File: src/rtl/ppu_vram_arb.sv
`default_nettype none
`timescale 1ns/1ps
// +--------------------------------------------------------------------------+
// | ppu_vram_arb: arbitrates ppumc between PPU fetch, debug and CPU PPUDATA  |
// | requesters. Define PPU_VRAM_ARB_STATS_EN to add the conflict_cnt port.   |
// | Rev 1.0                                                                  |
// +--------------------------------------------------------------------------+
module ppu_vram_arb #(
    parameter int ADDR_W     = 14,
    parameter int DATA_W     = 8,
    parameter int STARVE_MAX = 8
) (
    input  logic              clk,
    input  logic              rst,
    input  logic              dbg_hold,
    input  logic              ppu_req,
    input  logic [ADDR_W-1:0] ppu_a,
    output logic              ppu_gnt,
    output logic              ppu_rd_vld,
    input  logic              dbg_req,
    input  logic              dbg_wr,
    input  logic [ADDR_W-1:0] dbg_a,
    input  logic [DATA_W-1:0] dbg_wdata,
    output logic              dbg_gnt,
    output logic              dbg_rd_vld,
    input  logic              cpu_req,
    input  logic              cpu_wr,
    input  logic [ADDR_W-1:0] cpu_a,
    input  logic [DATA_W-1:0] cpu_wdata,
    output logic              cpu_gnt,
    output logic              cpu_rd_vld,
    output logic [ADDR_W-1:0] mc_a,
    output logic              mc_wr,
    output logic [DATA_W-1:0] mc_din,
    input  logic [DATA_W-1:0] mc_dout,
    output logic [DATA_W-1:0] rd_data
`ifdef PPU_VRAM_ARB_STATS_EN
    ,
    output logic [15:0]       conflict_cnt
`endif
);

    localparam logic [7:0] c_starve_max = 8'(STARVE_MAX);

    typedef enum logic [2:0] {
        S_IDLE   = 3'd0,
        S_PPU_RD = 3'd1,
        S_DBG_RD = 3'd2,
        S_CPU_RD = 3'd3,
        S_WR     = 3'd4
    } state_t;

    state_t            r_state;
    logic              r_rr;
    logic [7:0]        r_starve_cnt;
    logic [ADDR_W-1:0] r_last_a;

    logic w_lower_req;
    logic w_starved;
    logic w_ppu_gnt;
    logic w_dbg_gnt;
    logic w_cpu_gnt;

    // Grants are held low while reset is asserted so nothing reaches ppumc.
    always_comb begin
        w_ppu_gnt   = 1'b0;
        w_dbg_gnt   = 1'b0;
        w_cpu_gnt   = 1'b0;
        w_lower_req = dbg_req | cpu_req;
        w_starved   = (r_starve_cnt == c_starve_max) && w_lower_req;
        if (!rst) begin
            w_ppu_gnt = 1'b0;
        end else if (dbg_hold) begin
            w_dbg_gnt = dbg_req;
        end else if (ppu_req && !w_starved) begin
            w_ppu_gnt = 1'b1;
        end else if (dbg_req && (!cpu_req || !r_rr)) begin
            w_dbg_gnt = 1'b1;
        end else if (cpu_req) begin
            w_cpu_gnt = 1'b1;
        end
    end

    assign ppu_gnt = w_ppu_gnt;
    assign dbg_gnt = w_dbg_gnt;
    assign cpu_gnt = w_cpu_gnt;

    always_comb begin
        mc_a   = r_last_a;
        mc_wr  = 1'b0;
        mc_din = '0;
        if (w_ppu_gnt) begin
            mc_a = ppu_a;
        end else if (w_dbg_gnt) begin
            mc_a   = dbg_a;
            mc_wr  = dbg_wr;
            mc_din = dbg_wr ? dbg_wdata : '0;
        end else if (w_cpu_gnt) begin
            mc_a   = cpu_a;
            mc_wr  = cpu_wr;
            mc_din = cpu_wr ? cpu_wdata : '0;
        end
    end

    always_ff @(posedge clk or negedge rst) begin
        if (!rst) begin
            r_state      <= S_IDLE;
            r_rr         <= 1'b0;
            r_starve_cnt <= 8'd0;
            r_last_a     <= '0;
        end else begin
            if (w_ppu_gnt) begin
                r_state <= S_PPU_RD;
            end else if (w_dbg_gnt) begin
                r_state <= dbg_wr ? S_WR : S_DBG_RD;
            end else if (w_cpu_gnt) begin
                r_state <= cpu_wr ? S_WR : S_CPU_RD;
            end else begin
                r_state <= S_IDLE;
            end

            if (w_ppu_gnt || w_dbg_gnt || w_cpu_gnt) begin
                r_last_a <= mc_a;
            end

            // A debug break freezes fairness bookkeeping.
            if (!dbg_hold) begin
                if (w_dbg_gnt) begin
                    r_rr <= 1'b1;
                end else if (w_cpu_gnt) begin
                    r_rr <= 1'b0;
                end

                if (w_dbg_gnt || w_cpu_gnt || !w_lower_req) begin
                    r_starve_cnt <= 8'd0;
                end else if (w_ppu_gnt && (r_starve_cnt != c_starve_max)) begin
                    r_starve_cnt <= r_starve_cnt + 8'd1;
                end
            end
        end
    end

    assign ppu_rd_vld = (r_state == S_PPU_RD);
    assign dbg_rd_vld = (r_state == S_DBG_RD);
    assign cpu_rd_vld = (r_state == S_CPU_RD);
    assign rd_data    = (ppu_rd_vld | dbg_rd_vld | cpu_rd_vld) ? mc_dout : '0;

`ifdef PPU_VRAM_ARB_STATS_EN
    logic        w_conflict;
    logic [15:0] r_conflict_cnt;

    assign w_conflict = (ppu_req & ~w_ppu_gnt) | (dbg_req & ~w_dbg_gnt) |
                        (cpu_req & ~w_cpu_gnt);

    always_ff @(posedge clk or negedge rst) begin
        if (!rst) begin
            r_conflict_cnt <= 16'd0;
        end else if (w_conflict && (r_conflict_cnt != 16'hFFFF)) begin
            r_conflict_cnt <= r_conflict_cnt + 16'd1;
        end
    end

    assign conflict_cnt = r_conflict_cnt;
`endif

endmodule
`default_nettype wire

File: config.mk
export PLATFORM = sky130hd
export DESIGN_NAME = ppu_vram_arb
export DESIGN_NICKNAME = d
export VERILOG_FILES = /design/src/rtl/ppu_vram_arb.sv
export SDC_FILE = /design/constraint.sdc
export NUM_CORES = 1
export LEC_CHECK = 0
export CORE_UTILIZATION = 37
export CTS_CLUSTER_DIAMETER = 80
export DETAILED_ROUTE_END_ITERATION = 8
export PLACE_DENSITY = 0.81
export SLEW_MARGIN = 20
export SYNTH_ARGS = -nofsm -noshare
export SYNTH_HDL_FRONTEND = slang
export SYNTH_SLANG_ARGS = --single-unit
File: constraint.sdc
create_clock -name clk -period 3.3 [get_ports clk]
set_clock_uncertainty 0.1 [all_clocks]
set_input_delay 0.66 -clock clk [delete_from_list [all_inputs] [get_ports clk]]
set_output_delay 0.66 -clock clk [all_outputs]
set_load 0.01 [all_outputs]
==> results.cfg <==
[route]
ant_nets = 0
post-route-drc-count = 0
wl_met1_mm = 2.52
wire_per_inst_um = 16.0
firstDrtPassIters = 4
vias = 2255
top_layer_used = met4
wl_met2_mm = 3.50
met3_length_um = 486
dr.first_iter.drc_count = 84
viasPerCell = 5.39
wirelength_mm = 6.68

[power_and_ir_drop]
fin_total_pwr_uw = 1060
p_per_area_nw_per_um2 = 298
p_switching_uw = 318
combinationalPowerShare_pct = 44.6
internal_power_uw = 740
sw_frac_of_total_pct = 30.1
irDropWorstVdd_v = 0.000190
pwr-share-clk_pct = 19.3
leakagePower_uw = 0.00167
pwr-share-seq_pct = 36.1

[clock_tree]
clock_sink_count = 26
cts_made_buffers = 3
cts_tree = done
clockBufferDepth = 2
clk_pin_slew_ps = 90
cts_root_buf = clkbuf_8
worstSkewPairLatency_ps = 260
h-tree-depth = 1

[run]
cap_violations = 0

[yosys]
synth_simple_gate_area_share_pct = 22.7
synthMuxAreaShare_pct = 8.05
ys_seq_area_share_pct = 36.4
synth_cell_types = 44
synth_adder_area_share_pct = 1.40
synth_top_family_by_area = compound AO/OA/AOI/OAI gates
ys_seq_elements = 26
synth_compound_area_share_pct = 24.4
yosys-top-cells-area = dfrtp_1 36%, a211oi_1 11%, nor2_1 8.0%, mux2i_1 7.3%, a22o_1 3.9%
syn_nets = 271
synthesis.area_um2 = 1790
syn_inst = 195
yosys.area.top_type = dfrtp_1
syn_area_per_cell_um2 = 9.17
yosys.area_share.xor_xnor_pct = 1.96
yosys_warnings = 0
synth_top_cell_area_share_pct = 36.4

[layout]
fin_area_um2 = 3540
nFillCells = 288
nets = 443
fin_util_pct = 78.7
final_cell_mix = 84 x clkdlybuf4s50_1, 56 x buf_4, 38 x nor2_1
drive_gt1_share_pct = 31.4
diodes = 0
final_common_cell = clkdlybuf4s50_1
multiInputGateArea_um2 = 1150
syn2layout_area_growth_pct = 98.3
register_area_um2 = 651

[timing]
finalSetupViolCount = 0
max_clock_freq_ghz = 0.310
slew_viol_final = 0
setup_tns_ps = 0
grt_setup_unrepaired = yes
fin_crit_ps = 3230
max_slew_margin_pct = 69.3
hold-worst-slack_ps = 418
worst_pin_slew_ps = 460
timing.final.crit_share_pct = 97.8
finalHoldViolCount = 0

[place]
post_dp_cell_area_um2 = 3310
place.gp.congestion = 0.824
dp.final_hpwl_mm = 4.65
portBuffers = 110

[setup_path]
arrival_ps = 2470
crit_family = simple AND/OR/NAND/NOR gates
critPathMaxFanout = 7
cp_slowest_cell = or4b_4
cp-start-kind = flip-flop
critical_path_buf_inv_count = 3
crit_path_end_kind = output port
critical_path_required_ps = 2540
max_stage_delay_ps = 580
crit_chain = or4b_4, o21ai_4, nand4_1, buf_12, clkbuf_16, mux2i_2, a211oi_2, buf_2
crit_type = flip-flop to output port

[floorplanning]
die_height_um = 71.5
start_util_pct = 39.7
die_x_um = 71.5
fp.coreArea_um2 = 4500
row_count = 24
ios = 111
die_area_um2 = 5110

[global_route]
grt_pass1_wl_mm = 10.2
grt_pass1_vias = 2261
grt_max_degree = 31
overflow = 0
track_usage_pct = 25.3
antenna_found_initial = 0

[hold_path]
holdCritPathClass = flip-flop to flip-flop

[status]
status = finished, final reports clean
==> cells by family after synthesis <==
logic type	after synthesis
simple gates	80
compound gates	54
flops	26
buf+inv	15
mux	14
xor+xnor	4
fa+ha+maj	2
==> power by group through the flow <==
stage / Clock (uW) / Sequential, uW / Combinational, uW
2_1_floorplan: 0 / 381 / 177
3_3_place_gp: 0 / 381 / 433
3_5_place_dp: 0 / 384 / 445
4_1_cts: 214 / 378 / 429
5_1_grt: 221 / 387 / 505
6_report: 204 / 382 / 472
==> metal layers <==
| metal | up-vias | global-route usage [%] |
|---|---|---|
| met3 | 17 | 4.22 |
| met2 | 109 | 48.1 |
| met1 | 1068 | 28.3 |
| met5 | - | 0 |
| met4 | 0 | 8.93 |
| li1 | 1061 | - |
==> per-stage QoR <==
| stage | worst slack, ps | std cells |
|---|---|---|
| after floorplan | 350 | 195 |
| after global placement | -228 | 399 |
| after detailed placement | -268 | 399 |
| after CTS | -22.0 | 412 |
| after global routing | -26.6 | 418 |
| final | 72.9 | 418 |
==> path summary, 6_finish.rpt <==
path | slack [ps] | to | cells past startpoint | from
setup / recovery | 70 | mc_a[3] | 8 | r_starve_cnt[7]$_DFFE_PN0P_
hold / removal | 420 | r_rr$_DFFE_PN0P_ | 1 | r_rr$_DFFE_PN0P_
setup reg to reg | 880 | r_last_a[11]$_DFFE_PN0P_ | 8 | r_starve_cnt[7]$_DFFE_PN0P_
hold reg to reg | 420 | r_rr$_DFFE_PN0P_ | 1 | r_rr$_DFFE_PN0P_
max in group asynchronous | 1930 | r_last_a[1]$_DFFE_PN0P_ | 3 | rst
min in group asynchronous | 890 | r_starve_cnt[4]$_DFFE_PN0P_ | 3 | rst
==> registers in the layout (all words and copies together) (netlist names) <==
name and count:
r_last_a 14, r_rr 1, r_state 3, r_starve_cnt 8
==> cell usage after synthesis, drive strengths merged <==
| cell | number |
|---|---|
| nor2 | 41 |
| a211oi | 28 |
| dfrtp | 26 |
| mux2i | 14 |
| a22o | 8 |
| and2 | 8 |
| nand2 | 8 |
| inv | 7 |
| buf | 6 |
| nand3 | 5 |
| o21ai | 5 |
| nor3 | 4 |
| nor3b | 3 |
| o22ai | 3 |
| a21oi | 2 |
| ha | 2 |
| nand2b | 2 |
| nand4 | 2 |
| nor2b | 2 |
| xnor2 | 2 |
| xor2 | 2 |
| a221o | 1 |
| a221oi | 1 |
| a31o | 1 |
| a31oi | 1 |
| and3b | 1 |
| and4 | 1 |
| clkbuf | 1 |
| clkinv | 1 |
| o2111ai | 1 |
| o21a | 1 |
| o21ba | 1 |
| o21bai | 1 |
| or2 | 1 |
| or3b | 1 |
| or4b | 1 |
==> what timing repair did <==
action / 4_1_cts / 5_1_grt
resized for setup: 70 / 35
setup endpoints to repair: 24 / 24
setup buffers: 9 / 5
cloned: 0 / 1
pin swaps: 10 / 13
hold buffers: 0 / 0
==> cell type report <==
type                            count  share of cell area, %
Clock buffer                        4                   1.55
Inverter                            8                  0.882
Multi-Input combinational cell    154                   32.6
Sequential cell                    26                   18.4
Tap cell                           52                   1.84
Timing Repair Buffer              174                   44.8
(Power assumes the default switching activity.)
